[src/rtl/iagc_pkg.sv]
// Shared IAGC definitions: status codes, sampler state encoding, default widths.
package iagc_pkg;

    localparam int unsigned IAGC_DATA_SIZE_DEFAULT = 14;

    localparam logic [3:0] IAGC_STATUS_RESET = 4'b0000;
    localparam logic [3:0] IAGC_STATUS_INIT  = 4'b0001;

    localparam logic [1:0] SMP_IDLE  = 2'd0;
    localparam logic [1:0] SMP_WAIT  = 2'd1;
    localparam logic [1:0] SMP_ACCUM = 2'd2;

endpackage

[src/rtl/iagc_sample_averager.sv]
// One sampler channel: accumulates 2^AVG_LOG2 accepted words, exposes the
// floor average including the word currently presented, and flags full-scale
// input. IAGC_SAMPLER_OFFSET_BINARY_EN selects offset-binary input words.
module iagc_sample_averager
    import iagc_pkg::*;
#(
    parameter int unsigned DATA_SIZE = IAGC_DATA_SIZE_DEFAULT,
    parameter int unsigned AVG_LOG2  = 2
) (
    input  logic                 i_clock,
    input  logic                 i_reset,
    input  logic                 i_clear,
    input  logic                 i_accept,
    input  logic [DATA_SIZE-1:0] i_data,
    output logic [DATA_SIZE-1:0] o_average,
    output logic                 o_last,
    output logic                 o_overrange
);

    localparam int unsigned ACC_SIZE = DATA_SIZE + AVG_LOG2;
    localparam int unsigned CNT_SIZE = AVG_LOG2 + 1;
    localparam logic [CNT_SIZE-1:0] CNT_LAST = CNT_SIZE'((1 << AVG_LOG2) - 1);
    localparam logic [DATA_SIZE-1:0] FULL_POS = {1'b0, {(DATA_SIZE-1){1'b1}}};
    localparam logic [DATA_SIZE-1:0] FULL_NEG = {1'b1, {(DATA_SIZE-1){1'b0}}};

    logic signed [DATA_SIZE-1:0] word;
    logic signed [ACC_SIZE-1:0]  acc_q, acc_d, sum;
    logic [CNT_SIZE-1:0]         cnt_q, cnt_d;
    logic                        ovr_q, ovr_d;
    logic                        full_scale;

`ifdef IAGC_SAMPLER_OFFSET_BINARY_EN
    assign word = {~i_data[DATA_SIZE-1], i_data[DATA_SIZE-2:0]};
`else
    assign word = i_data;
`endif

    // both operands signed, so the word is sign-extended into the accumulator
    assign sum         = acc_q + word;
    assign o_average   = DATA_SIZE'(sum >>> AVG_LOG2);
    assign o_last      = (cnt_q == CNT_LAST);
    assign full_scale  = (word == FULL_POS) || (word == FULL_NEG);
    assign o_overrange = ovr_q;

    // next accumulator / count / sticky overrange
    always_comb begin
        acc_d = acc_q;
        cnt_d = cnt_q;
        ovr_d = ovr_q;
        if (i_clear) begin
            acc_d = '0;
            cnt_d = '0;
            ovr_d = 1'b0;
        end else if (i_accept) begin
            if (full_scale) begin
                ovr_d = 1'b1;
            end
            if (o_last) begin
                acc_d = '0;
                cnt_d = '0;
            end else begin
                acc_d = sum;
                cnt_d = cnt_q + 1'b1;
            end
        end
    end

    // channel state registers
    always_ff @(posedge i_clock) begin
        if (i_reset) begin
            acc_q <= '0;
            cnt_q <= '0;
            ovr_q <= 1'b0;
        end else begin
            acc_q <= acc_d;
            cnt_q <= cnt_d;
            ovr_q <= ovr_d;
        end
    end

endmodule

[src/rtl/iagc_sampler.sv]
// IAGC sampler: waits a programmable period, averages 2^AVG_LOG2 valid ADC
// words per channel, then strobes the averaged reference/error words to the
// phase detector. Status RESET soft-clears in step with the detector.
// IAGC_SAMPLER_OFFSET_BINARY_EN selects offset-binary ADC inputs.
module iagc_sampler
    import iagc_pkg::*;
#(
    parameter int unsigned IAGC_STATUS_SIZE  = 4,
    parameter int unsigned SAMPLER_DATA_SIZE = IAGC_DATA_SIZE_DEFAULT,
    parameter int unsigned PERIOD_SIZE       = 16,
    parameter int unsigned AVG_LOG2          = 2
) (
    input  logic                         i_clock,
    input  logic                         i_reset,
    input  logic [IAGC_STATUS_SIZE-1:0]  i_iagc_status,
    input  logic [PERIOD_SIZE-1:0]       i_sample_period,
    input  logic                         i_adc_valid,
    input  logic [SAMPLER_DATA_SIZE-1:0] i_adc_reference,
    input  logic [SAMPLER_DATA_SIZE-1:0] i_adc_error,
    output logic                         o_sample,
    output logic [SAMPLER_DATA_SIZE-1:0] o_reference,
    output logic [SAMPLER_DATA_SIZE-1:0] o_error,
    output logic [PERIOD_SIZE-1:0]       o_sample_count,
    output logic                         o_overrange
);

    logic [1:0]                   state_q, state_d;
    logic [PERIOD_SIZE-1:0]       period_cnt_q, period_cnt_d;
    logic [PERIOD_SIZE-1:0]       period_eff;
    logic                         sample_q, sample_d;
    logic [PERIOD_SIZE-1:0]       count_q, count_d;
    logic [SAMPLER_DATA_SIZE-1:0] ref_q, ref_d, err_q, err_d;
    logic [SAMPLER_DATA_SIZE-1:0] ref_avg, err_avg;
    logic                         ref_last, err_last, ref_ovr, err_ovr;
    logic                         soft_clear, wait_done, accept, final_word;

    assign soft_clear = (i_iagc_status == IAGC_STATUS_SIZE'(IAGC_STATUS_RESET));
    assign period_eff = (i_sample_period == '0) ? PERIOD_SIZE'(1) : i_sample_period;
    // one extra bit so counter+1 cannot wrap before the compare
    assign wait_done  = ((PERIOD_SIZE+1)'(period_cnt_q) + (PERIOD_SIZE+1)'(1))
                        >= (PERIOD_SIZE+1)'(period_eff);
    assign accept     = (state_q == SMP_ACCUM) && i_adc_valid && !soft_clear;
    assign final_word = accept && ref_last && err_last;

    iagc_sample_averager #(
        .DATA_SIZE (SAMPLER_DATA_SIZE),
        .AVG_LOG2  (AVG_LOG2)
    ) u_avg_reference (
        .i_clock     (i_clock),
        .i_reset     (i_reset),
        .i_clear     (soft_clear),
        .i_accept    (accept),
        .i_data      (i_adc_reference),
        .o_average   (ref_avg),
        .o_last      (ref_last),
        .o_overrange (ref_ovr)
    );

    iagc_sample_averager #(
        .DATA_SIZE (SAMPLER_DATA_SIZE),
        .AVG_LOG2  (AVG_LOG2)
    ) u_avg_error (
        .i_clock     (i_clock),
        .i_reset     (i_reset),
        .i_clear     (soft_clear),
        .i_accept    (accept),
        .i_data      (i_adc_error),
        .o_average   (err_avg),
        .o_last      (err_last),
        .o_overrange (err_ovr)
    );

    // sequencing: IDLE -> WAIT (period) -> ACCUM (averaging) -> strobe -> WAIT
    always_comb begin
        state_d      = state_q;
        period_cnt_d = period_cnt_q;
        sample_d     = 1'b0;
        count_d      = count_q;
        ref_d        = ref_q;
        err_d        = err_q;
        if (soft_clear) begin
            state_d      = SMP_IDLE;
            period_cnt_d = '0;
            count_d      = '0;
        end else begin
            case (state_q)
                SMP_IDLE: begin
                    state_d      = SMP_WAIT;
                    period_cnt_d = '0;
                end
                SMP_WAIT: begin
                    period_cnt_d = period_cnt_q + 1'b1;
                    if (wait_done) begin
                        state_d = SMP_ACCUM;
                    end
                end
                SMP_ACCUM: begin
                    if (final_word) begin
                        state_d      = SMP_WAIT;
                        period_cnt_d = '0;
                        sample_d     = 1'b1;
                        ref_d        = ref_avg;
                        err_d        = err_avg;
                        if (count_q != '1) begin
                            count_d = count_q + 1'b1;
                        end
                    end
                end
                default: begin
                    state_d      = SMP_IDLE;
                    period_cnt_d = '0;
                end
            endcase
        end
    end

    // control and output registers
    always_ff @(posedge i_clock) begin
        if (i_reset) begin
            state_q      <= SMP_IDLE;
            period_cnt_q <= '0;
            sample_q     <= 1'b0;
            count_q      <= '0;
            ref_q        <= '0;
            err_q        <= '0;
        end else begin
            state_q      <= state_d;
            period_cnt_q <= period_cnt_d;
            sample_q     <= sample_d;
            count_q      <= count_d;
            ref_q        <= ref_d;
            err_q        <= err_d;
        end
    end

    assign o_sample       = sample_q;
    assign o_reference    = ref_q;
    assign o_error        = err_q;
    assign o_sample_count = count_q;
    assign o_overrange    = ref_ovr | err_ovr;

endmodule

[config.mk]
export PLATFORM = sky130hd
export DESIGN_NAME = iagc_sampler
export DESIGN_NICKNAME = d
export VERILOG_FILES = /design/src/rtl/iagc_pkg.sv /design/src/rtl/iagc_sample_averager.sv /design/src/rtl/iagc_sampler.sv
export SDC_FILE = /design/constraint.sdc
export NUM_CORES = 1
export LEC_CHECK = 0
export CORE_ASPECT_RATIO = 0.5
export CORE_MARGIN = 4
export CORE_UTILIZATION = 45
export CTS_BUF_LIST = sky130_fd_sc_hd__clkbuf_8
export DETAILED_ROUTE_END_ITERATION = 10
export GPL_ROUTABILITY_DRIVEN = 0
export HOLD_SLACK_MARGIN = 0.15
export PLACE_DENSITY = 0.71
export SYNTH_ARGS = -nofsm -noshare
export SYNTH_HDL_FRONTEND = slang
export SYNTH_SLANG_ARGS = --single-unit
[constraint.sdc]
create_clock -name i_clock -period 3.3 [get_ports i_clock]
set_input_delay 0.495 -clock i_clock [delete_from_list [all_inputs] [get_ports i_clock]]
set_output_delay 0.495 -clock i_clock [all_outputs]
set_load 0.01 [all_outputs]
== Word level (Yosys, flattened, before mapping) ==
Index checks and enable logic that the tools add are counted.

* Register bits after elaboration: 103
* Input bits: 51
* Output and inout bits: 46

* $add $sub $neg: 7
* Magnitude comparators: 1
* Reductions and logical operators: 17
* Eq/ne operators: 11
* Mux-type cells: 11
* Bitwise logic cells: 3

{| class="wikitable"
|+ Operators by type and width
! operator !! number
|-
| $mux W16 || 4
|-
| $add A16 B1 Y16 const B || 2
|-
| $add A16 B14 Y16 || 2
|-
| $pmux W16 S2 || 1
|-
| $eq A14 B13 Y1 const B || 2
|-
| $eq A14 B14 Y1 const B || 2
|-
| $add A16 B1 Y17 const B || 1
|-
| $ge A17 B16 Y1 || 1
|-
| $logic_not A16 Y1 || 1
|-
| $ne A16 B16 Y1 const B || 1
|-
| $add A3 B1 Y3 const B || 2
|-
| $eq A3 B2 Y1 const B || 2
|-
| $mux W3 || 2
|-
| $pmux W2 S3 || 1
|-
| $reduce_and A2 Y1 || 3
|-
| $reduce_and A3 Y1 || 2
|-
| $logic_and A1 B1 Y1 || 4
|-
| $logic_not A4 Y1 || 1
|-
| $mux W2 || 2
|-
| $ne A2 B2 Y1 const B || 2
|-
| $reduce_or A3 Y1 || 1
|-
| $eq A2 B1 Y1 const B || 1
|-
| $eq A2 B2 Y1 const B || 1
|-
| $logic_not A2 Y1 || 1
|-
| other kinds (6) || 8
|}

== Depth between registers and ports, before layout ==
* Depth in word-level cells: 7
* Depth in mapped cells: 13

== Modules after synthesis ==
From an unflattened synthesis, not the netlist that was laid out.

* Cell total of the unflattened synthesis: 764
* Area, all modules: 6281.0 um2

{| class="wikitable"
|+ Modules (own cells, without submodules)
! module !! cells an instance !! times used !! area each (um2)
|-
| iagc_sampler || 412 || 1 || 3318.2
|-
| iagc_sample_averager (u_avg_error) || 176 || 1 || 1492.7
|-
| iagc_sample_averager (u_avg_reference) || 176 || 1 || 1470.2
|}

== Least setup slack after synthesis ==
No wires, ideal clock.

* Path type: in2reg
* Start: input i_adc_error[6]
* End: register err_q[9] (netlist: o_error[9])
* Buffers on the path: 0
* Data arrival time: 2.331 ns
* Setup slack: 0.883 ns
* Data required time: 3.214 ns
* Cell stages on the path: 8
* Setup time: 0.086 ns
* Cell sequence: ha_1 > a2111oi_2 > o21ai_1 > a31o_2 > a2111oi_4 > nor2_1 > xnor2_1 > a211oi_1

* Longest elaborated chain between the ends: 1

{| class="wikitable"
|+ Ends and longest elaborated chain
! what !! RTL line !! RTL
|-
| start: declaration || iagc_sampler.sv:19 || <nowiki>input logic [SAMPLER_DATA_SIZE-1:0] i_adc_error,</nowiki>
|-
| $add A16 B14 Y16 || iagc_sample_averager.sv:39 || <nowiki>assign sum = acc_q + word;</nowiki>
|-
| end signal: assignment || iagc_sampler.sv:132 || <nowiki>err_q <= err_d;</nowiki>
|-
| end: declaration || iagc_sampler.sv:32 || <nowiki>logic [SAMPLER_DATA_SIZE-1:0] ref_q, ref_d, err_q, err_d;</nowiki>
|}

Every way passes these cells.
A chain may end at the register's enable or synchronous reset.

== Worst setup path in the final report ==
* Start: input i_adc_error[0]
* End: register err_q[10] (netlist: o_error[10])

The elaborated chain is that of the path after synthesis.

==> impl_metrics.env <==
export IMPL_clock_skew_final_ns=0.0139
export IMPL_r2r_end="state_q[1]"
export IMPL_pre_cts_slack_ns=0.215
export IMPL_cp_data_arrival_time_ns=3.10
export IMPL_die_w_um=174
export IMPL_irDropWorstVdd_mv=0.200
export IMPL_synth_sequential_area_ratio_pct=33.2
export IMPL_worstPathCellList="clkdlybuf4s50_1 > ha_1 > inv_1 > fa_1 > nor2b_1 > o31ai_2 > a31oi_1 > a311o_1 > a21bo_2 > nor4b_2 > a211o_1"
export IMPL_synth_cell_type_count=74
export IMPL_cts_root_buffer="clkbuf_8"
export IMPL_clock_sinks=103
export IMPL_synth_common_cells="dfxtp_1 (103), nor2_1 (80), nand2_1 (77)"
export IMPL_path_buf_inv=2
export IMPL_num_vias=5661
export IMPL_n_antenna_cell=0
export IMPL_whs_endpoint="o_reference[7]"
export IMPL_worst_pin_slew_ns=0.822
export IMPL_cts_tree="done"
export IMPL_period_minus_slack_ns=2.78
export IMPL_cp_start_kind="primary input"
export IMPL_hpwl_um=11500
export IMPL_synthesis_area_mm2=0.00621
export IMPL_start_util_pct=45.9
export IMPL_p_leak_nw=2.94
export IMPL_die_area_mm2=0.0159
export IMPL_fp_dieH_um=91.1
export IMPL_netlist_area_leader_share_pct=33.2
export IMPL_power_mw=2.32
export IMPL_drive_gt1_share_pct=5.59
export IMPL_worstHoldStart="o_reference[7]"
export IMPL_path_max_fanout=3
export IMPL_synth_most_common_cell="dfxtp_1"
export IMPL_core_mm2=0.0135
export IMPL_hold_viol=0
export IMPL_wl_per_cell_um=15.0
export IMPL_insertion_delay_ns=0.36
export IMPL_reg2reg_depth=11
export IMPL_synth_top_cell_by_area="dfxtp_1"
export IMPL_maxCapViolations=0
export IMPL_ys_ff_latch=103
export IMPL_cts_buffers=9
export IMPL_ys_warnings_count=0
export IMPL_worstSetupEndpointType="flip-flop"
export IMPL_drc=0
export IMPL_finalSetupViolations=0
export IMPL_numPlacedInstances=1001
export IMPL_slew_headroom_pct=44.8
export IMPL_numPortBuffers=96
export IMPL_maxSlewViolCount=0
export IMPL_cts_htree_levels=3
export IMPL_post_cts_setup_buffers=0
export IMPL_grt_max_degree=50
export IMPL_max_stage_delay_ns=0.45
export IMPL_syn2layout_area_growth_pct=21.2
export IMPL_finalSetupTns_ns=0
export IMPL_min_path_type="reg2reg"
export IMPL_cp_data_required_time_ns=3.61
export IMPL_drt_pass1_iterations=5
export IMPL_synthFlopType="dfxtp_1"
export IMPL_fin_cells=1017
export IMPL_design_area_mm2=0.00753
export IMPL_crit_family="compound AO/OA/AOI/OAI gates"
export IMPL_drt_total_wl_um=15300
export IMPL_ctsResizeCount=0
export IMPL_rsz0062_at_grt="no"
export IMPL_place_area_mm2=0.00732
export IMPL_whs_ns=0.457
export IMPL_synth_cells=748
export IMPL_grt_use_total_pct=19.2
export IMPL_via_per_inst=5.57
export IMPL_final_util_pct=55.7
export IMPL_status="completed"
export IMPL_overflow=0
export IMPL_worstReg2RegStart="period_cnt_q[0]"
export IMPL_timing_final_crit_share_pct=84.4
export IMPL_grt_pass1_vias=5280
export IMPL_drtIter0Drc=331
export IMPL_reg2reg_setup_slack_ns=0.59
export IMPL_syn_area_per_cell_um2=8.30
export IMPL_pin_count=97
export IMPL_slowest_stage="clkdlybuf4s50_1"
export IMPL_holdBufCountCts=0
export IMPL_pwr_density_cell_mw_per_mm2=308
export IMPL_max_freq_mhz=359
export IMPL_nets=939
export IMPL_worstSetupPathType="in2reg"
export IMPL_synth_edf_count=0
export IMPL_row_count=30
export IMPL_clkTransAtPathRegs_ns=0.10
export IMPL_ant_nets=0
export IMPL_antenna_found_initial=0
export IMPL_grt_first_pass_wirelength_um=25800
export IMPL_clockBufferDepth=2
export IMPL_worst_slack_ns=0.516
export IMPL_min_path_cells=2
export IMPL_synthTopCellsByArea="dfxtp_1 (33%), ha_1 (10%), a21oi_1 (5.0%)"
export IMPL_synthArstFlopShare_pct=0
export IMPL_syn_num_nets=851
==> worst max-delay path by stage <==
stage                            start     endpoint  slack, ns  cells after the start
global route           period_cnt_q[0]   state_q[1]       0.27                     11
detailed placement      i_adc_error[0]  o_error[10]       0.22                     11
floorplan               i_adc_error[6]   o_error[9]       0.88                      8
global placement    i_sample_period[4]   state_q[1]       0.26                     11
CTS                    period_cnt_q[0]   state_q[0]       0.56                     11
finish                  i_adc_error[0]  o_error[10]       0.52                     11
==> layer usage <==
| layer | vias to the layer above | share of wire [%] | track usage, % |
|---|---|---|---|
| li1 | 2882 | - | - |
| met1 | 2656 | 50 | 27.5 |
| met2 | 111 | 45 | 30.7 |
| met3 | 12 | 4.0 | 3.91 |
| met4 | 0 | 0.76 | 3.03 |
| met5 | - | 0 | 0 |
==> cell families (layout without fill, tap and decap cells) <==
logic type                 after synthesis  in the layout  share of synthesized area (%)
AOI/OAI and AO/OA                      199            199                           21.4
xor gates and xnor gates                51             51                           7.32
adders and majority gates               52             52                           10.7
buffers and inverters                   57            150                           4.17
DFF                                    103            103                           33.2
muxes                                    2              2                          0.322
and+or+nand+nor                        284            284                           22.8
==> placed cells by master, fill, tap and decap left out, types with 5 or more instances in the layout <==
cell	n
a22oi_1	20
ha_1	50
nor4_1	11
o21a_1	8
o21ai_0	31
and2_1	6
nand2_1	77
clkbuf_8	11
nor2b_1	8
nand3_1	22
nor3_1	13
or3_1	12
xnor2_1	31
and3_1	12
o21ai_1	8
a22o_1	8
buf_4	11
a211oi_1	14
a21oi_1	62
nand4_1	9
a31oi_1	5
dfxtp_1	103
a21o_1	7
inv_1	28
xor2_1	19
nor2_1	80
clkdlybuf4s50_1	96
==> final cells by class <==
cell class                 count  area (um2)
inverter                      27         101
tap                          176         220
clock buffer                  11         151
multi-input combinational    588        3890
timing repair buffer         107        1040
fill                        1249        5990
clock inverter                 5        57.6
sequential                   103        2060
==> power breakdown <==
group,switching (mW),internal [mW],leakage (nW),total [mW]
Sequential,0.00291,1.24,0.830,1.25
Combinational,0.123,0.109,2.01,0.233
Clock,0.448,0.392,0.103,0.840
==> worst register-to-register path, stage by stage, from the launching register on <==
cell	delay, ns
dfxtp_1	0.43
ha_1	0.29
and3_1	0.32
and3_1	0.26
nand2_1	0.09
xnor2_1	0.15
ha_1	0.31
nand3_1	0.08
a211oi_1	0.20
o21ai_0	0.18
a211oi_1	0.23
o21a_1	0.14
==> registers in the layout, summed over array words and instances (netlist names) <==
name / cells
state_q: 2
u_avg_error.o_overrange: 1
u_avg_reference.cnt_q: 3
u_avg_error.cnt_q: 3
u_avg_error.acc_q: 16
period_cnt_q: 16
o_reference: 14
u_avg_reference.acc_q: 16
o_sample: 1
o_error: 14
o_sample_count: 16
u_avg_reference.o_overrange: 1
(Power assumes the default switching activity.)
